--- config.mk ---
export PLATFORM = sky130hd
export DESIGN_NAME = d_e_pipe_reg_flat
export DESIGN_NICKNAME = d
export VERILOG_FILES = /design/src/rtl/d_e_pipe_reg_pkg.sv /design/src/rtl/d_e_pipe_reg_if.sv /design/src/rtl/d_e_pipe_reg_operand_refresh.sv /design/src/rtl/d_e_pipe_reg.sv /design/src/flat_wrapper.sv
export SDC_FILE = /design/constraint.sdc
export NUM_CORES = 1
export LEC_CHECK = 0
export ABC_AREA = 0
export CAP_MARGIN = 5
export CELL_PAD_IN_SITES_DETAIL_PLACEMENT = 1
export CELL_PAD_IN_SITES_GLOBAL_PLACEMENT = 1
export CORE_ASPECT_RATIO = 1.1
export CORE_MARGIN = 3
export CORE_UTILIZATION = 31
export DETAILED_ROUTE_END_ITERATION = 7
export PLACE_DENSITY_LB_ADDON = 0.1
export SLEW_MARGIN = 5
export SYNTH_ARGS = -nofsm -noshare
export SYNTH_HDL_FRONTEND = slang
export SYNTH_SLANG_ARGS = --single-unit
--- constraint.sdc ---
create_clock -name clk -period 2.2 [get_ports clk]
set_clock_uncertainty 0.05 [all_clocks]
set_input_delay 0.33 -clock clk [delete_from_list [all_inputs] [get_ports clk]]
set_output_delay 0.33 -clock clk [all_outputs]
set_load 0.02 [all_outputs]
--- src/rtl/d_e_pipe_reg_pkg.sv ---
`default_nettype none
// ============================================================================
// Module  : d_e_pipe_reg_pkg
// Brief   : Shared constants and field helpers for the D->E pipeline register.
// Revision: 1.0 - initial release
// ============================================================================
package d_e_pipe_reg_pkg;

    // Architectural nop inserted as a bubble
    localparam logic [31:0] NOP_INSTR = 32'h0000_0000;

    // Width of the Tnew (cycles-until-result) fields
    localparam int TNEW_W = 2;

    // pc presented on pc_E after reset
    localparam logic [31:0] RESET_PC = 32'h0000_3000;

    // Register-specifier field positions inside an instruction word
    localparam int RS_MSB = 25;
    localparam int RS_LSB = 21;
    localparam int RT_MSB = 20;
    localparam int RT_LSB = 16;

    // Hard-wired zero register; never refreshed from write-back
    localparam logic [4:0] REG_ZERO = 5'd0;

    function automatic logic [4:0] rs_field(input logic [31:0] instr);
        return instr[RS_MSB:RS_LSB];
    endfunction

    function automatic logic [4:0] rt_field(input logic [31:0] instr);
        return instr[RT_MSB:RT_LSB];
    endfunction

endpackage : d_e_pipe_reg_pkg
`default_nettype wire

--- src/rtl/d_e_pipe_reg_if.sv ---
`default_nettype none
// ============================================================================
// Module  : d_e_pipe_reg_if
// Brief   : D-stage, W-stage and E-stage signal bundle around the D->E
//           pipeline register. master = pipeline side driving D/W, slave =
//           the register itself.
// Revision: 1.0 - initial release
// ============================================================================
interface d_e_pipe_reg_if #(
    parameter int TNEW_W = 2
);
    // D-stage side
    logic [31:0]       instr_D;
    logic [31:0]       pc_D;
    logic [31:0]       rs_data_D;
    logic [31:0]       rt_data_D;
    logic [TNEW_W-1:0] Tnew_D;
    logic              valid_D;
    logic              stall_D;
    // E-stage control
    logic              hold_E;
    // W-stage write-back
    logic              we_W;
    logic [4:0]        reg_addr_W;
    logic [31:0]       wdata_W;
    // E-stage side
    logic [31:0]       instr_E;
    logic [31:0]       pc_E;
    logic [31:0]       rs_data_E;
    logic [31:0]       rt_data_E;
    logic [TNEW_W-1:0] Tnew_E;
    logic [TNEW_W-1:0] Tnew_to_M;
    logic              valid_E;

    modport master (
        output instr_D, pc_D, rs_data_D, rt_data_D, Tnew_D, valid_D, stall_D,
        output hold_E, we_W, reg_addr_W, wdata_W,
        input  instr_E, pc_E, rs_data_E, rt_data_E, Tnew_E, Tnew_to_M, valid_E
    );

    modport slave (
        input  instr_D, pc_D, rs_data_D, rt_data_D, Tnew_D, valid_D, stall_D,
        input  hold_E, we_W, reg_addr_W, wdata_W,
        output instr_E, pc_E, rs_data_E, rt_data_E, Tnew_E, Tnew_to_M, valid_E
    );

endinterface : d_e_pipe_reg_if
`default_nettype wire

--- src/rtl/d_e_pipe_reg_operand_refresh.sv ---
`default_nettype none
// ============================================================================
// Module  : d_e_pipe_reg_operand_refresh
// Brief   : Next-value selection for one E-stage operand register: refresh
//           from W while held, zero on bubble, otherwise load from D.
// Revision: 1.0 - initial release
// ============================================================================
module d_e_pipe_reg_operand_refresh
    import d_e_pipe_reg_pkg::*;
(
    input  wire logic        hold,
    input  wire logic        stall,
    input  wire logic        we_W,
    input  wire logic [4:0]  reg_addr_W,
    input  wire logic [4:0]  src_field,
    input  wire logic [31:0] wdata_W,
    input  wire logic [31:0] cur_data,
    input  wire logic [31:0] d_data,
    output logic      [31:0] next_data
);

    logic w_match;

    // W write-back targets the register this operand was read from ($0 excluded)
    assign w_match = we_W && (reg_addr_W != REG_ZERO) && (reg_addr_W == src_field);

    // Priority hold > stall > load
    always_comb begin
        next_data = d_data;
        if (hold) begin
            next_data = w_match ? wdata_W : cur_data;
        end else if (stall) begin
            next_data = '0;
        end
    end

endmodule : d_e_pipe_reg_operand_refresh
`default_nettype wire

--- src/rtl/d_e_pipe_reg.sv ---
`default_nettype none
// ============================================================================
// Module  : d_e_pipe_reg
// Brief   : D->E pipeline register. Loads D-stage fields, inserts a nop
//           bubble on a D stall, freezes while E is held (refreshing frozen
//           operands from W), and supplies a saturating Tnew-1 for E/M.
//           Optional feature macro: D_E_BUBBLE_CNT_EN adds a 32-bit
//           bubble_cnt output counting inserted bubbles.
// Revision: 1.0 - initial release
// ============================================================================
module d_e_pipe_reg
    import d_e_pipe_reg_pkg::*;
#(
    parameter logic [31:0] RESET_PC = d_e_pipe_reg_pkg::RESET_PC,
    parameter int          TNEW_W   = d_e_pipe_reg_pkg::TNEW_W
) (
    input  wire logic clk,
    input  wire logic reset_n,
    d_e_pipe_reg_if.slave bus
`ifdef D_E_BUBBLE_CNT_EN
    ,
    output logic [31:0] bubble_cnt
`endif
);

    logic [31:0]       r_instr;
    logic [31:0]       r_pc;
    logic [31:0]       r_rs_data;
    logic [31:0]       r_rt_data;
    logic [TNEW_W-1:0] r_tnew;
    logic              r_valid;

    logic [31:0]       w_rs_next;
    logic [31:0]       w_rt_next;
    logic              w_bubble;

    // A bubble is only inserted when E is free to advance
    assign w_bubble = bus.stall_D && !bus.hold_E;

    d_e_pipe_reg_operand_refresh u_rs_refresh (
        .hold       (bus.hold_E),
        .stall      (bus.stall_D),
        .we_W       (bus.we_W),
        .reg_addr_W (bus.reg_addr_W),
        .src_field  (rs_field(r_instr)),
        .wdata_W    (bus.wdata_W),
        .cur_data   (r_rs_data),
        .d_data     (bus.rs_data_D),
        .next_data  (w_rs_next)
    );

    d_e_pipe_reg_operand_refresh u_rt_refresh (
        .hold       (bus.hold_E),
        .stall      (bus.stall_D),
        .we_W       (bus.we_W),
        .reg_addr_W (bus.reg_addr_W),
        .src_field  (rt_field(r_instr)),
        .wdata_W    (bus.wdata_W),
        .cur_data   (r_rt_data),
        .d_data     (bus.rt_data_D),
        .next_data  (w_rt_next)
    );

    // Control/identity fields: freeze on hold, nop on bubble (pc still follows D), else load
    always_ff @(posedge clk or negedge reset_n) begin
        if (!reset_n) begin
            r_instr <= NOP_INSTR;
            r_pc    <= RESET_PC;
            r_tnew  <= '0;
            r_valid <= 1'b0;
        end else if (bus.hold_E) begin
            r_instr <= r_instr;
            r_pc    <= r_pc;
            r_tnew  <= r_tnew;
            r_valid <= r_valid;
        end else if (bus.stall_D) begin
            r_instr <= NOP_INSTR;
            r_pc    <= bus.pc_D;
            r_tnew  <= '0;
            r_valid <= 1'b0;
        end else begin
            r_instr <= bus.instr_D;
            r_pc    <= bus.pc_D;
            r_tnew  <= bus.Tnew_D;
            r_valid <= bus.valid_D;
        end
    end

    // Operand registers take the value chosen by their refresh mux
    always_ff @(posedge clk or negedge reset_n) begin
        if (!reset_n) begin
            r_rs_data <= '0;
            r_rt_data <= '0;
        end else begin
            r_rs_data <= w_rs_next;
            r_rt_data <= w_rt_next;
        end
    end

`ifdef D_E_BUBBLE_CNT_EN
    logic [31:0] r_bubble_cnt;

    // Count inserted bubbles; natural wrap at 32 bits
    always_ff @(posedge clk or negedge reset_n) begin
        if (!reset_n) begin
            r_bubble_cnt <= '0;
        end else if (w_bubble) begin
            r_bubble_cnt <= r_bubble_cnt + 32'd1;
        end
    end

    assign bubble_cnt = r_bubble_cnt;
`else
    logic w_unused_bubble;
    assign w_unused_bubble = w_bubble;
`endif

    assign bus.instr_E   = r_instr;
    assign bus.pc_E      = r_pc;
    assign bus.rs_data_E = r_rs_data;
    assign bus.rt_data_E = r_rt_data;
    assign bus.Tnew_E    = r_tnew;
    assign bus.valid_E   = r_valid;
    // Tnew one stage later, saturating at zero
    assign bus.Tnew_to_M = (r_tnew == '0) ? '0 : (r_tnew - TNEW_W'(1));

endmodule : d_e_pipe_reg
`default_nettype wire

--- src/flat_wrapper.sv ---
// flat-port wrapper written by rule: the top's interface ports become plain ports
module d_e_pipe_reg_flat import d_e_pipe_reg_pkg::*;
#(
    parameter logic [31:0] RESET_PC = d_e_pipe_reg_pkg::RESET_PC,
    parameter int          TNEW_W   = d_e_pipe_reg_pkg::TNEW_W
)
  (clk, reset_n, bus_instr_D, bus_pc_D, bus_rs_data_D, bus_rt_data_D, bus_Tnew_D, bus_valid_D, bus_stall_D, bus_hold_E, bus_we_W, bus_reg_addr_W, bus_wdata_W, bus_instr_E, bus_pc_E, bus_rs_data_E, bus_rt_data_E, bus_Tnew_E, bus_Tnew_to_M, bus_valid_E);
  d_e_pipe_reg_if #(.TNEW_W(TNEW_W)) bus_i ();
  input  wire logic clk;
  input  wire logic reset_n;
  input wire logic [$bits(bus_i.instr_D)-1:0] bus_instr_D;
  input wire logic [$bits(bus_i.pc_D)-1:0] bus_pc_D;
  input wire logic [$bits(bus_i.rs_data_D)-1:0] bus_rs_data_D;
  input wire logic [$bits(bus_i.rt_data_D)-1:0] bus_rt_data_D;
  input wire logic [$bits(bus_i.Tnew_D)-1:0] bus_Tnew_D;
  input wire logic [$bits(bus_i.valid_D)-1:0] bus_valid_D;
  input wire logic [$bits(bus_i.stall_D)-1:0] bus_stall_D;
  input wire logic [$bits(bus_i.hold_E)-1:0] bus_hold_E;
  input wire logic [$bits(bus_i.we_W)-1:0] bus_we_W;
  input wire logic [$bits(bus_i.reg_addr_W)-1:0] bus_reg_addr_W;
  input wire logic [$bits(bus_i.wdata_W)-1:0] bus_wdata_W;
  output wire logic [$bits(bus_i.instr_E)-1:0] bus_instr_E;
  output wire logic [$bits(bus_i.pc_E)-1:0] bus_pc_E;
  output wire logic [$bits(bus_i.rs_data_E)-1:0] bus_rs_data_E;
  output wire logic [$bits(bus_i.rt_data_E)-1:0] bus_rt_data_E;
  output wire logic [$bits(bus_i.Tnew_E)-1:0] bus_Tnew_E;
  output wire logic [$bits(bus_i.Tnew_to_M)-1:0] bus_Tnew_to_M;
  output wire logic [$bits(bus_i.valid_E)-1:0] bus_valid_E;
  assign bus_i.instr_D = bus_instr_D;
  assign bus_i.pc_D = bus_pc_D;
  assign bus_i.rs_data_D = bus_rs_data_D;
  assign bus_i.rt_data_D = bus_rt_data_D;
  assign bus_i.Tnew_D = bus_Tnew_D;
  assign bus_i.valid_D = bus_valid_D;
  assign bus_i.stall_D = bus_stall_D;
  assign bus_i.hold_E = bus_hold_E;
  assign bus_i.we_W = bus_we_W;
  assign bus_i.reg_addr_W = bus_reg_addr_W;
  assign bus_i.wdata_W = bus_wdata_W;
  assign bus_instr_E = bus_i.instr_E;
  assign bus_pc_E = bus_i.pc_E;
  assign bus_rs_data_E = bus_i.rs_data_E;
  assign bus_rt_data_E = bus_i.rt_data_E;
  assign bus_Tnew_E = bus_i.Tnew_E;
  assign bus_Tnew_to_M = bus_i.Tnew_to_M;
  assign bus_valid_E = bus_i.valid_E;
  d_e_pipe_reg #(.RESET_PC(RESET_PC), .TNEW_W(TNEW_W)) u_core (.clk(clk), .reset_n(reset_n), .bus(bus_i));
endmodule
; ---- Word-level counts from Yosys, hierarchy flattened
; Cells that the tools add are included.
; Widths: inputs -> output; s select.
[word_totals]
out_inout_bits = 133
reg_bits = 131
in_bits = 173
word_cells = 26
[op_classes]
reduce_logical = 5
n_mux = 10
eq_ne = 4
n_addsub = 1
[op_table]
columns = op, n
row1 = $mux 32, 7
row2 = $eq 5x5->1, 2
row3 = $reduce_bool 5->1, 1
row4 = $mux 2, 2
row5 = $ne 2x1->1 const B, 2
row6 = $logic_and 1x1->1, 3
row7 = $logic_not 2->1, 1
row8 = $sub 2x1->2 const B, 1
row9 = $mux 1, 1

; ---- Depth between registers and ports, before layout
[logic_depth]
ltp_word = 5
ltp_mapped = 5
depth_no_buf = 4

; ---- Hierarchy
; Synthesis repeated with hierarchy kept, for this count alone.
[unflattened]
hier_cells = 745
hier_area_um2 = 7773.7
[modules_own_cells]
columns = module, cells_each, seq_area_each_um2, instances, area_per_inst_um2
row1 = d_e_pipe_reg, 283, 3280.6, 1, 4335.4
row2 = d_e_pipe_reg_operand_refresh, 231, 0.0, 2, 1719.1

; ---- Worst setup path after synthesis
; No wires, ideal clock.
[synth_path]
kind = input port to flip-flop
start = input bus_reg_addr_W[1]
end = register u_core.r_rs_data[10], in the netlist u_core.bus.rs_data_E[10]
required_ns = 2.025
setup_ns = 0.125
slack_ns = 0.321
cell_stages = 5
path_buffers = 1
t_arrival_ns = 1.704
path_cell_list = or4_1 -> o21ai_2 -> o41ai_4 -> buf_6 -> mux2_4
[synth_between]
elab_chain_cells = 4
word_cells_on_any_way = 5
cone_classes = eq/ne (2) / reduce/logical (3)
[synth_lines]
columns = element, line
row1 = from (decl), flat_wrapper.sv:20  ; input wire logic [$bits(bus_i.reg_addr_W)-1:0] bus_reg_addr_W;
row2 = $reduce_bool 5->1, d_e_pipe_reg_operand_refresh.sv:25  ; assign w_match = we_W && (reg_addr_W != REG_ZERO) && (reg_addr_W == src_field);
row3 = $logic_and 1x1->1, d_e_pipe_reg_operand_refresh.sv:25
row4 = $logic_and 1x1->1 *, d_e_pipe_reg_operand_refresh.sv:25
row5 = $ne 2x1->1 (no source line) *, n/a
row6 = to (signal assigned), d_e_pipe_reg.sv:95  ; r_rs_data <= w_rs_next;
row7 = to (decl), d_e_pipe_reg.sv:28  ; logic [31:0] r_rs_data;
; Every way passes the cells marked *; elsewhere a longest branch is shown, timed or not.
; A chain may end at the register's enable or synchronous reset.

; ---- Final worst setup path
[layout_path]
start = input bus_reg_addr_W[1]
end = register u_core.r_rt_data[8], in the netlist u_core.bus.rt_data_E[8]
[layout_between]
elab_chain_cells = 4
word_cells_on_any_way = 5
cone_classes = eq/ne (2) / reduce/logical (3)
[layout_lines]
columns = element, line
row1 = $reduce_bool 5->1, d_e_pipe_reg_operand_refresh.sv:25
row2 = $logic_and 1x1->1, d_e_pipe_reg_operand_refresh.sv:25
row3 = $logic_and 1x1->1 *, d_e_pipe_reg_operand_refresh.sv:25
row4 = $ne 2x1->1 (no source line) *, n/a
row5 = to (signal assigned), d_e_pipe_reg.sv:96  ; r_rt_data <= w_rt_next;
row6 = to (decl), d_e_pipe_reg.sv:29  ; logic [31:0] r_rt_data;
; Marked as above.

==> flow_metrics.tcl <==
set metrics [dict create \
    status "finished clean" \
    cts_buffers 17 \
    diodes 0 \
    die_h_um 151 \
    layout.cells.non_filler 986 \
    dp_hpwl_um 14900 \
    h-tree-depth 4 \
    rsz0062_at_grt "no" \
    p_sw_share_pct 26.2 \
    grt_max_degree 97 \
    routed_wl_um 19800 \
    design_area_sq_um 10000 \
    syn_avg_cell_area_sq_um 14.0 \
    finalCritPeriodShare_pct 93.1 \
    timing.rr.start "u_core.bus.instr_E[22]" \
    yosysWarnings 0 \
    p_clk_share_pct 39.5 \
    clock-root-buffer "clkbuf_16" \
    cts.sinks 131 \
    synthCells 424 \
    cts_resized 0 \
    cap_violations 0 \
    rows 52 \
    seq_area_frac_synth_pct 55.1 \
    totalPowerFinal_mw 7.89 \
    route.detailed.drc 0 \
    worstMarginPinSlew_ns 0.733 \
    drt_iter0_drc 144 \
    hold_class "in -> async" \
    syn2layout_area_growth_pct 67.9 \
    endpoint "u_core.bus.rt_data_E[8]" \
    numPortBuffers 305 \
    dpl_worst_slack_ns -0.234 \
    timing.rr.end "u_core.bus.rs_data_E[0]" \
    coreArea_sq_um 18600 \
    grt_pass1_vias 5209 \
    holdWs_ns 0.334 \
    leakage_nw 4.30 \
    cp_slowest_cell "or4_1" \
    post-cts-setup-buffers 0 \
    crit_path_start "bus_reg_addr_W[1]" \
    slew_headroom_pct 51.0 \
    grt_pass1_wl_um 30800 \
    wire_per_inst_um 20.0 \
    clk_pin_slew_ns 0.06 \
    cts_tree "done" \
    pin_count 306 \
    post_dp_cell_area_sq_um 9340 \
    start_kind "input pin" \
    powerDensity_nw_per_um2 789 \
    required_ns 2.44 \
    setup_viol 0 \
    endpoint_kind "flop" \
    dr.pass1.iters 4 \
    postCtsHoldBufs 1 \
    combinationalPowerShare_pct 24.7 \
    maxSlewViolCount 0 \
    p_int_mw 5.82 \
    synth_nets 597 \
    synthesis.area_sq_um 5960 \
    place_congestion 0.812 \
    die_area_sq_um 20900 \
    layout.nets 903 \
    switching_power_mw 2.07 \
    grt_usage_pct 18.9 \
    synth_cell_types 21 \
    vias_per_cell 4.78 \
    critPathKind "in -> reg" \
    crit_path_max_fanout 32 \
    clk_path_buf_depth 2 \
    grt_remaining_overflow 0 \
    num_vias 4717 \
    cp_cell_sequence "clkdlybuf4s50_1 -> or4_1 -> o21ai_2 -> o41ai_4 -> buf_12 -> mux2_4" \
    rr_worst_depth 5 \
    clk_latency_ns 0.41 \
    clock.fmax_mhz 488 \
    slowest_delay_ns 0.58 \
    mostFrequentLayoutCells "clkdlybuf4s50_1, dfrtp_1, a22o_1, mux2_4, mux2_2" \
    fp.dieW_um 138 \
    r2r_setup_slack_ns 0.32 \
    hold_viol_final 0 \
    ir_drop_uv 520 \
    cp_data_arrival_time_ns 2.29 \
    fill_cells 1861 \
    initial_utilization_pct 32.0 \
    final_common_cell "clkdlybuf4s50_1" \
    fin_ws_ns 0.151 \
    postRouteAntennaNets 0 \
    placed_cells 953 \
    antenna_found_initial 0 \
    min_period_ns 2.05 \
    synth-seq-cells 131 \
    drive_gt1_share_pct 19.9 \
    pwr-share-seq_pct 35.8 \
]
## cell families (layout without fill, tap and decap cells)
kind of cell / count (synthesis) / after routing / synth area share, %
flip-flops: 131 / 131 / 55.1
AND/OR/NAND/NOR: 52 / 52 / 4.43
AO/OA/AOI/OAI: 102 / 102 / 14.2
buffers and inverters: 33 / 352 / 2.92
multiplexers: 96 / 96 / 21.9
XOR/XNOR: 10 / 10 / 1.47
## state kept, by name (all words and copies together), names as in the netlist
| signal | flops |
|---|---|
| u_core.bus.Tnew_E | 2 |
| u_core.bus.instr_E | 32 |
| u_core.bus.rs_data_E | 32 |
| u_core.bus.pc_E | 32 |
| u_core.bus.valid_E | 1 |
| u_core.bus.rt_data_E | 32 |
## synth_stat cells
| cell type | number | share of area (%) |
|---|---|---|
| a22o_1 | 76 | 11 |
| and2_1 | 1 | 0.11 |
| buf_1 | 6 | 0.38 |
| buf_2 | 4 | 0.34 |
| buf_6 | 6 | 1.1 |
| clkbuf_1 | 17 | 1.1 |
| dfrtp_1 | 129 | 54 |
| dfstp_2 | 2 | 0.88 |
| mux2_2 | 36 | 6.8 |
| mux2_4 | 60 | 15 |
| nand2_1 | 23 | 1.4 |
| nand2b_1 | 23 | 2.4 |
| nand3_1 | 2 | 0.17 |
| nor2_1 | 1 | 0.063 |
| nor2b_1 | 1 | 0.11 |
| o21ai_0 | 23 | 1.9 |
| o21ai_2 | 1 | 0.15 |
| o41ai_4 | 2 | 0.92 |
| or4_1 | 1 | 0.13 |
| xnor2_1 | 6 | 0.88 |
| xor2_1 | 4 | 0.59 |
## critical path, delay by kind of cell
family          cells  cell delay (ns)
simple gates        1             0.58
compound gates      2             0.40
buf+inv             2             0.61
mux                 1             0.32
## final cells by class
class,count,area [sq um],share of cell area [%]
repair buffers,320,3250,32.5
well taps,243,304,3.04
multi-input cells,260,2510,25.1
clock buffers,20,447,4.47
clock inverters,12,204,2.04
flip-flops and latches,131,3280,32.8
## through the flow
step                TNS (ns)  utilization [%]
floorplan                  0                -
global placement      -13.98             50.2
detailed placement    -13.62             50.2
CTS                        0             53.7
global route               0             53.7
finish                     0             53.7
## power by group through the flow
stage	Sequential, mW	Combinational, mW	Clock, mW
6_report	2.82	1.95	3.12
3_5_place_dp	2.86	1.96	0
4_1_cts	2.83	1.97	3.20
3_3_place_gp	2.85	1.93	0
2_1_floorplan	3.17	0.560	0
5_1_grt	2.86	2.06	3.31
## worst min path at each step
stage,startpoint,to,cells after the start
floorplan,reset_n,u_core.bus.Tnew_E[0],0
global placement,reset_n,u_core.bus.pc_E[9],1
detailed placement,reset_n,u_core.bus.pc_E[5],1
CTS,bus_hold_E,u_core.bus.instr_E[24],2
global route,bus_hold_E,u_core.bus.instr_E[24],2
finish,reset_n,u_core.bus.pc_E[10],2
## metal layers
layer,wire length (um),global-route usage (%),up-vias
met3,1280,6.38,27
met1,8050,22.3,2338
met4,484,7.46,0
met5,0,0,-
met2,9950,32.0,191
li1,-,-,2161
Note: power is estimated with default switching activity, not from simulation.
